**config.mk**
```make
export PLATFORM = sky130hd
export DESIGN_NAME = ysyx_25020047_lsu_ctrl
export DESIGN_NICKNAME = d
export VERILOG_FILES = /design/src/rtl/ysyx_25020047_lsu_ctrl.sv
export SDC_FILE = /design/constraint.sdc
export NUM_CORES = 1
export LEC_CHECK = 0
export BUFFER_PORTS_ARGS = -buffer_cell sky130_fd_sc_hd__buf_2
export CAP_MARGIN = 20
export CORE_MARGIN = 1
export CORE_UTILIZATION = 35
export DETAILED_ROUTE_END_ITERATION = 10
export GPL_ROUTABILITY_DRIVEN = 0
export PLACE_DENSITY = 0.62
export SETUP_SLACK_MARGIN = 0.3
export SYNTH_ARGS = -nofsm -noshare
export SYNTH_HDL_FRONTEND = slang
export SYNTH_SLANG_ARGS = --single-unit
```
**constraint.sdc**
```tcl
create_clock -name clk -period 2.81 [get_ports clk]
set_clock_uncertainty 0.1 [all_clocks]
set_input_delay 0.281 -clock clk [delete_from_list [all_inputs] [get_ports clk]]
set_output_delay 0.281 -clock clk [all_outputs]
set_load 0.005 [all_outputs]
```
**src/rtl/ysyx_25020047_lsu_ctrl.sv**
```systemverilog
// Load/store unit controller: one request at a time over an aligned lane-wide memory bus.
// Optional macro YSYX_25020047_LSU_MISALIGN_TRAP_EN faults misaligned accesses instead of aligning them down.
module ysyx_25020047_lsu_ctrl #(
  parameter int DATA_W = 32,
  parameter int ADDR_W = 32
) (
  input  logic                  clk,
  input  logic                  rst_n,
  input  logic                  in_valid,
  output logic                  in_ready,
  input  logic                  in_we,
  input  logic [2:0]            in_funct3,
  input  logic [ADDR_W-1:0]     in_addr,
  input  logic [DATA_W-1:0]     in_wdata,
  output logic                  out_valid,
  input  logic                  out_ready,
  output logic [DATA_W-1:0]     out_rdata,
  output logic                  out_err,
  output logic                  mem_req_valid,
  input  logic                  mem_req_ready,
  output logic                  mem_req_we,
  output logic [ADDR_W-1:0]     mem_req_addr,
  output logic [DATA_W-1:0]     mem_req_wdata,
  output logic [DATA_W/8-1:0]   mem_req_wstrb,
  input  logic                  mem_rsp_valid,
  input  logic [DATA_W-1:0]     mem_rsp_rdata
);

  localparam int STRB_W = DATA_W / 8;
  localparam int OFF_W  = $clog2(STRB_W);

  localparam logic [1:0] S_IDLE = 2'd0;
  localparam logic [1:0] S_REQ  = 2'd1;
  localparam logic [1:0] S_WAIT = 2'd2;
  localparam logic [1:0] S_RESP = 2'd3;

  logic [1:0]        state_q, state_d;
  logic              we_q, we_d;
  logic [2:0]        funct3_q, funct3_d;
  logic [OFF_W-1:0]  off_q, off_d;
  logic [ADDR_W-1:0] addr_q, addr_d;
  logic [DATA_W-1:0] wdata_q, wdata_d;
  logic [STRB_W-1:0] wstrb_q, wstrb_d;
  logic [DATA_W-1:0] rdata_q, rdata_d;
  logic              err_q, err_d;

  function automatic logic [DATA_W-1:0] lane_mask(input logic [1:0] size);
    case (size)
      2'd0:    lane_mask = DATA_W'(64'h0000_0000_0000_00FF);
      2'd1:    lane_mask = DATA_W'(64'h0000_0000_0000_FFFF);
      2'd2:    lane_mask = DATA_W'(64'h0000_0000_FFFF_FFFF);
      default: lane_mask = '1;
    endcase
  endfunction

  logic [1:0]        size_c;
  logic [OFF_W-1:0]  size_off_c;
  logic [OFF_W-1:0]  raw_off_c;
  logic [OFF_W-1:0]  acc_off_c;
  logic              illegal_c;
  logic              fault_c;
  logic [STRB_W-1:0] strb_base_c;

  always_comb begin
    size_c      = in_funct3[1:0];
    size_off_c  = OFF_W'((32'd1 << size_c) - 32'd1);
    raw_off_c   = in_addr[OFF_W-1:0];
    illegal_c   = (in_funct3 == 3'b111) ||
                  ((DATA_W == 32) && ((in_funct3 == 3'b011) || (in_funct3 == 3'b110)));
`ifdef YSYX_25020047_LSU_MISALIGN_TRAP_EN
    fault_c     = illegal_c || (|(raw_off_c & size_off_c));
    acc_off_c   = raw_off_c;
`else
    // Offset bits below the access size are dropped so the access stays inside its natural slot.
    fault_c     = illegal_c;
    acc_off_c   = raw_off_c & ~size_off_c;
`endif
    case (size_c)
      2'd0:    strb_base_c = STRB_W'(8'h01);
      2'd1:    strb_base_c = STRB_W'(8'h03);
      2'd2:    strb_base_c = STRB_W'(8'h0F);
      default: strb_base_c = STRB_W'(8'hFF);
    endcase
  end

  logic [DATA_W-1:0] rsp_sh_c;
  logic [DATA_W-1:0] rsp_mask_c;
  logic              rsp_msb_c;
  logic [DATA_W-1:0] load_c;

  always_comb begin
    rsp_sh_c   = mem_rsp_rdata >> {off_q, 3'b000};
    rsp_mask_c = lane_mask(funct3_q[1:0]);
    case (funct3_q[1:0])
      2'd0:    rsp_msb_c = rsp_sh_c[7];
      2'd1:    rsp_msb_c = rsp_sh_c[15];
      2'd2:    rsp_msb_c = rsp_sh_c[31];
      default: rsp_msb_c = rsp_sh_c[DATA_W-1];
    endcase
    load_c = (rsp_sh_c & rsp_mask_c) | ((rsp_msb_c && !funct3_q[2]) ? ~rsp_mask_c : '0);
  end

  always_comb begin
    state_d  = state_q;
    we_d     = we_q;
    funct3_d = funct3_q;
    off_d    = off_q;
    addr_d   = addr_q;
    wdata_d  = wdata_q;
    wstrb_d  = wstrb_q;
    rdata_d  = rdata_q;
    err_d    = err_q;
    case (state_q)
      S_IDLE: begin
        if (in_valid) begin
          we_d     = in_we;
          funct3_d = in_funct3;
          off_d    = acc_off_c;
          addr_d   = {in_addr[ADDR_W-1:OFF_W], {OFF_W{1'b0}}};
          wdata_d  = (in_wdata & lane_mask(size_c)) << {acc_off_c, 3'b000};
          wstrb_d  = in_we ? (strb_base_c << acc_off_c) : '0;
          rdata_d  = '0;
          err_d    = fault_c;
          state_d  = fault_c ? S_RESP : S_REQ;
        end
      end
      S_REQ: begin
        if (mem_req_ready) state_d = S_WAIT;
      end
      S_WAIT: begin
        // For stores the response is only a write acknowledge.
        if (mem_rsp_valid) begin
          rdata_d = we_q ? '0 : load_c;
          state_d = S_RESP;
        end
      end
      default: begin
        if (out_ready) state_d = S_IDLE;
      end
    endcase
  end

  always_ff @(posedge clk or negedge rst_n) begin
    if (!rst_n) begin
      state_q  <= S_IDLE;
      we_q     <= 1'b0;
      funct3_q <= 3'b000;
      off_q    <= '0;
      addr_q   <= '0;
      wdata_q  <= '0;
      wstrb_q  <= '0;
      rdata_q  <= '0;
      err_q    <= 1'b0;
    end else begin
      state_q  <= state_d;
      we_q     <= we_d;
      funct3_q <= funct3_d;
      off_q    <= off_d;
      addr_q   <= addr_d;
      wdata_q  <= wdata_d;
      wstrb_q  <= wstrb_d;
      rdata_q  <= rdata_d;
      err_q    <= err_d;
    end
  end

  assign in_ready      = (state_q == S_IDLE);
  assign mem_req_valid = (state_q == S_REQ);
  assign out_valid     = (state_q == S_RESP);
  assign mem_req_we    = we_q;
  assign mem_req_addr  = addr_q;
  assign mem_req_wdata = wdata_q;
  assign mem_req_wstrb = wstrb_q;
  assign out_rdata     = rdata_q;
  assign out_err       = err_q;

endmodule
```
**Yosys cells after proc, flatten, opt, wreduce, memory -nomap -nowiden**

Index checks and enable logic that the tools add are counted.

- Register bits: 107
- Bits of input ports: 106
- Output and inout bits: 105
- Word-level logic and storage cells: 61

- Multiplexer cells: 18
- Shift-type cells: 4
- Bitwise logic cells: 6
- Eq/ne operators: 11
- Add/subtract/negate cells: 1
- Reductions and logical operators: 12

Operator list:

| cell | number |
|---|---|
| 2-to-1 mux 32 bit | 6 |
| one-hot mux 32 bit (2 select lines) | 3 |
| AND 32 bit | 2 |
| NOT 32 bit | 1 |
| bitwise OR 32 bit | 1 |
| left shift 32 x 5 -> 32 bit | 1 |
| right shift 32 x 5 -> 32 bit | 1 |
| 2-to-1 mux 2 bit | 5 |
| one-hot mux 4 bit (2 select lines) | 1 |
| equality test 2 x 1 -> 1 bit (second input constant) | 3 |
| equality test 3 bit (second input constant) | 2 |
| logical NOT 2 bit | 3 |
| one-hot mux 2 bit (3 select lines) | 1 |
| equality test 2 bit (second input constant) | 2 |
| 2-to-1 mux 4 bit | 1 |
| inequality test 2 bit (second input constant) | 2 |
| AND reduction 4 bit | 1 |
| nonzero test 4 bit | 1 |
| left shift 4 x 2 -> 4 bit | 1 |
| equality test 3 x 2 -> 1 bit (second input constant) | 1 |
| AND reduction 3 bit | 1 |
| AND 2 bit | 1 |
| logical OR 1 bit | 2 |
| inequality test 2 x 1 -> 1 bit (second input constant) | 1 |
| other kinds (8) | 8 |

**Logic depth before layout (Yosys ltp)**

- Word-level depth: 8
- Gate-level depth with buffers: 8
- Depth with buffers taken out: 7

**Worst setup path after synthesis**

OpenSTA, ideal clock, no wires.

- Kind: input to register
- Start: input in_funct3[1]
- End: register wdata_q[25], in the netlist mem_req_wdata[25]
- Path slack: 0.681 ns
- Cell stages on the path: 8
- Library setup time: 0.137 ns
- Data required time: 2.573 ns
- Buffers on the path: 2
- Arrival time: 1.892 ns
- Path through: nor2_1 -> inv_1 -> ha_1 -> nand2_1 -> clkbuf_1 -> clkbuf_1 -> o22a_1 -> a21oi_1

- Cells in the longest elaborated chain, start to end: 6
- Elaborated cells between the ends (all ways): 11
- Those cells by class: add/sub: 1; eq/ne: 1; shift: 2; mux: 3; bitwise: 3; reduce/logical: 1

Ends and longest elaborated chain:

| element | line | source |
|---|---|---|
| start, declared | 12 | `input logic [2:0] in_funct3,` |
| equality test 2 x 1 -> 1 bit or logical NOT 2 bit (tied branches) | 48 | `case (size)` |
| one-hot mux 32 bit (2 select lines) | 48 |  |
| 2-to-1 mux 32 bit | 115 | `if (in_valid) begin` |
| 2-to-1 mux 32 bit | 113 | `case (state_q)` |
| AND 32 bit | 120 | `wdata_d = (in_wdata & lane_mask(size_c)) << {acc_off_c, 3'b000};` |
| left shift 32 x 5 -> 32 bit * | 120 |  |
| end signal, assigned | 160 | `wdata_q <= wdata_d;` |
| end, declared | 42 | `logic [DATA_W-1:0] wdata_q, wdata_d;` |

Every way passes the cells marked *; elsewhere a longest branch is shown, timed or not. The select of a mux whose other input is x is not followed.
A chain may end at the register's enable or synchronous reset.

**Worst setup path in the final report**

- Start: register state_q[0]
- End: register rdata_q[28], in the netlist out_rdata[28]

- Cells in the longest elaborated chain, start to end: 3
- Elaborated cells between the ends (all ways): 7
- Those cells by class: eq/ne: 3; mux: 1; reduce/logical: 3

Ends and longest elaborated chain:

| element | line | source |
|---|---|---|
| start, declared | 37 | `logic [1:0] state_q, state_d;` |
| start signal, assigned | 155 | `state_q <= state_d;` |
| equality test 2 bit or logical NOT 2 bit (tied branches) | 113 |  |
| inequality test 2 bit (no source line) or nonzero test 2 bit (tied branches) | -- |  |
| AND reduction 3 bit (no source line) | -- |  |
| end signal, assigned | 162 | `rdata_q <= rdata_d;` |
| end, declared | 44 | `logic [DATA_W-1:0] rdata_q, rdata_d;` |

Several ways; a longest one is shown, not always the timed one.

==> impl_metrics.env <==
export IMPL_io_pin_count=211
export IMPL_slowest_stage="or3_4"
export IMPL_synth_top_cells_by_count="nand2_1 (137), dfrtp_1 (107), o21ai_0 (28)"
export IMPL_start_util_pct=35.90
export IMPL_crit_path_end_kind="register"
export IMPL_die_w_um=121.6
export IMPL_syn_area_mm2=0.005002
export IMPL_drtAntennaViolNets=0
export IMPL_gr_total_overflow=0
export IMPL_final_layout_size_suffix_gt1_share_pct=36.53
export IMPL_synth_top_cell_by_area="dfrtp_1"
export IMPL_period_needed_ps=2286
export IMPL_async_flop_share_pct=100.0
export IMPL_num_vias=4526
export IMPL_critPathMaxStageDelay_ps=470
export IMPL_area_growth_pct=31.24
export IMPL_antenna_found_initial=2
export IMPL_max_freq_mhz=437.4
export IMPL_slew_headroom_pct=55.49
export IMPL_drt_iter0_markers=338
export IMPL_status="finished clean"
export IMPL_grt_use_total_pct=20.99
export IMPL_worstPathArrival_ps=2460
export IMPL_drv_slew=0
export IMPL_hold_path_class="in2reg"
export IMPL_cap_violations=0
export IMPL_synth_edf_count=0
export IMPL_grt_pass1_vias=4548
export IMPL_crit_path_max_fanout=14
export IMPL_cp_cell_sequence="inv_1 > ha_1 > nor2b_4 > or3_4 > nor3_2 > a221o_1"
export IMPL_clock_sinks=107
export IMPL_setup_viol=0
export IMPL_vdd_drop_max_mv=0.4929
export IMPL_worstSkewPairLatency_ps=340
export IMPL_crit_type="reg2reg"
export IMPL_drc_errors=0
export IMPL_clkTransAtPathRegs_ps=70
export IMPL_powerDensity_mw_per_mm2=1040
export IMPL_diodes=0
export IMPL_seq_area_frac_synth_pct=53.53
export IMPL_yosysMostFrequentCell="nand2_1"
export IMPL_rows=43
export IMPL_first_pass_iters=5
export IMPL_core_area_mm2=0.01393
export IMPL_ys_types=40
export IMPL_clockBufferDepth=2
export IMPL_die_area_mm2=0.01477
export IMPL_synth_top_cell_area_share_pct=53.53
export IMPL_startpoint_type="register"
export IMPL_rsz0062_at_grt="no"
export IMPL_via_per_inst=5.155
export IMPL_holdWs_ps=18.76
export IMPL_ys_top_cells_by_area="dfrtp_1 (54%), nand2_1 (10%), mux2i_1 (5.0%)"
export IMPL_grt_pass1_wl_um=23960
export IMPL_grt_start_max_net_pins=61
export IMPL_nNetsFinal=804
export IMPL_tightestPinTransition_ps=659.3
export IMPL_ys_warn_count=0
export IMPL_tns_ps=0
export IMPL_cts_tree="done"
export IMPL_ys_ff_latch=107
export IMPL_cts_root_buf="clkbuf_16"
export IMPL_htree_levels=3
export IMPL_hold_viol_final=0
export IMPL_avgSynthCellArea_um2=10.09
export IMPL_io_buffers=208
export IMPL_ys_flop_type="dfrtp_1"
export IMPL_fin_crit_sh_pct=81.36
export IMPL_syn_inst=496
export IMPL_cts_buffers=9
export IMPL_cp_data_required_time_ps=2990
export IMPL_routed_wl_um=15120
export IMPL_die_y_um=121.6
export IMPL_wl_per_cell_um=17.22
export IMPL_p_leak_uw=0.003429
export IMPL_dpl_hpwl_um=11650
-- routing by layer --
metal	part of all wire, %	wire [µm]	vias up	GRT usage, %
li1	-	-	2132	-
met1	43	6568	2152	27.81
met2	45	6829	220	32.53
met3	9.6	1454	20	6.554
met4	1.7	262	2	6.944
met5	0.053	8	-	0
-- cell usage in the layout, fill, tap and decap left out, types with 4 or more instances in the layout --
cell type,synthesis,layout
buf_4,4,10
clkbuf_16,0,9
o21ai_0,28,28
o22a_1,8,8
ha_1,5,5
o21a_1,9,9
a221o_1,23,23
inv_1,4,4
a31oi_1,8,8
buf_2,5,207
a21oi_1,25,25
mux2_2,9,9
dfrtp_1,107,107
o2bb2ai_1,8,8
nor2_1,21,21
a22o_1,9,9
nand2_1,137,136
mux2i_1,25,25
and3_1,8,8
-- layout make-up --
| cell class | count | area, µm² |
|---|---|---|
| Sequential cell | 107 | 2678 |
| Multi-Input combinational cell | 351 | 2151 |
| Inverter | 4 | 15.01 |
| Clock buffer | 10 | 239.0 |
| Clock inverter | 6 | 96.34 |
| Timing Repair Buffer | 220 | 1161 |
| Tap cell | 180 | 225.2 |
| Fill cell | 1346 | 7370 |
-- worst max-delay path: cells and delay by family (launching register included) --
family                     cells  cell delay (ps)
buffers and inverters          1               90
AOI/OAI and AO/OA              1              240
DFF                            1              390
and+or+nand+nor                3             1090
adders and majority gates      1              300
-- cells by family after synthesis --
logic type / Yosys count / share of synthesized area (%)
and+or+nand+nor: 181 / 15.31
AOI/OAI and AO/OA: 127 / 18.41
DFF: 107 / 53.53
buffers and inverters: 39 / 3.802
muxes: 36 / 7.629
adders and majority gates: 5 / 1.251
other: 1 / 0.07497
-- power by group --
group	internal, µW	leakage [µW]	switching, µW
Combinational	1260	0.00189	1490
Clock	817	0.000161	589
Sequential	2230	0.00138	445
Total	4310	0.00343	2520
-- metrics by stage --
stage	util, %	total power, µW	setup slack (ps)	std cells	cell area, µm²
5_1_grt	47.11	7340	407.7	878	6565
4_1_cts	47.08	6897	290.8	878	6560
6_report	47.11	6828	523.9	878	6565
3_3_place_gp	44.60	5383	436.4	861	6215
3_5_place_dp	44.60	5470	305.1	861	6215
2_1_floorplan	-	4207	680.6	497	5006
-- flip-flops by register name (all words and copies together) (netlist names) --
| signal | count |
|---|---|
| mem_req_addr | 30 |
| state_q | 2 |
| out_err | 1 |
| mem_req_wstrb | 4 |
| mem_req_we | 1 |
| out_rdata | 32 |
| off_q | 2 |
| funct3_q | 3 |
| mem_req_wdata | 32 |
-- timing repair --
| action | 4_1_cts | 5_1_grt |
|---|---|---|
| gates resized for setup | 0 | 1 |
| gates cloned | 0 | 0 |
| endpoints found under the setup margin | 2 | 24 |
| hold endpoints to repair | 47 | 0 |
| hold buffers | 1 | 0 |
| buffers inserted | 0 | 0 |
-- path summary, 6_finish.rpt --
path,slack (ps),to,depth (start not counted),from
min reg2reg,380,mem_req_addr[7],2,mem_req_addr[7]
max reg2reg,520,out_rdata[28],6,state_q[0]
min in group asynchronous,390,out_rdata[24],2,rst_n
min,20,mem_req_addr[12],3,in_addr[12]
max,520,out_rdata[28],6,state_q[0]
max in group asynchronous,1440,mem_req_wdata[21],3,rst_n
(Power assumes the default switching activity.)
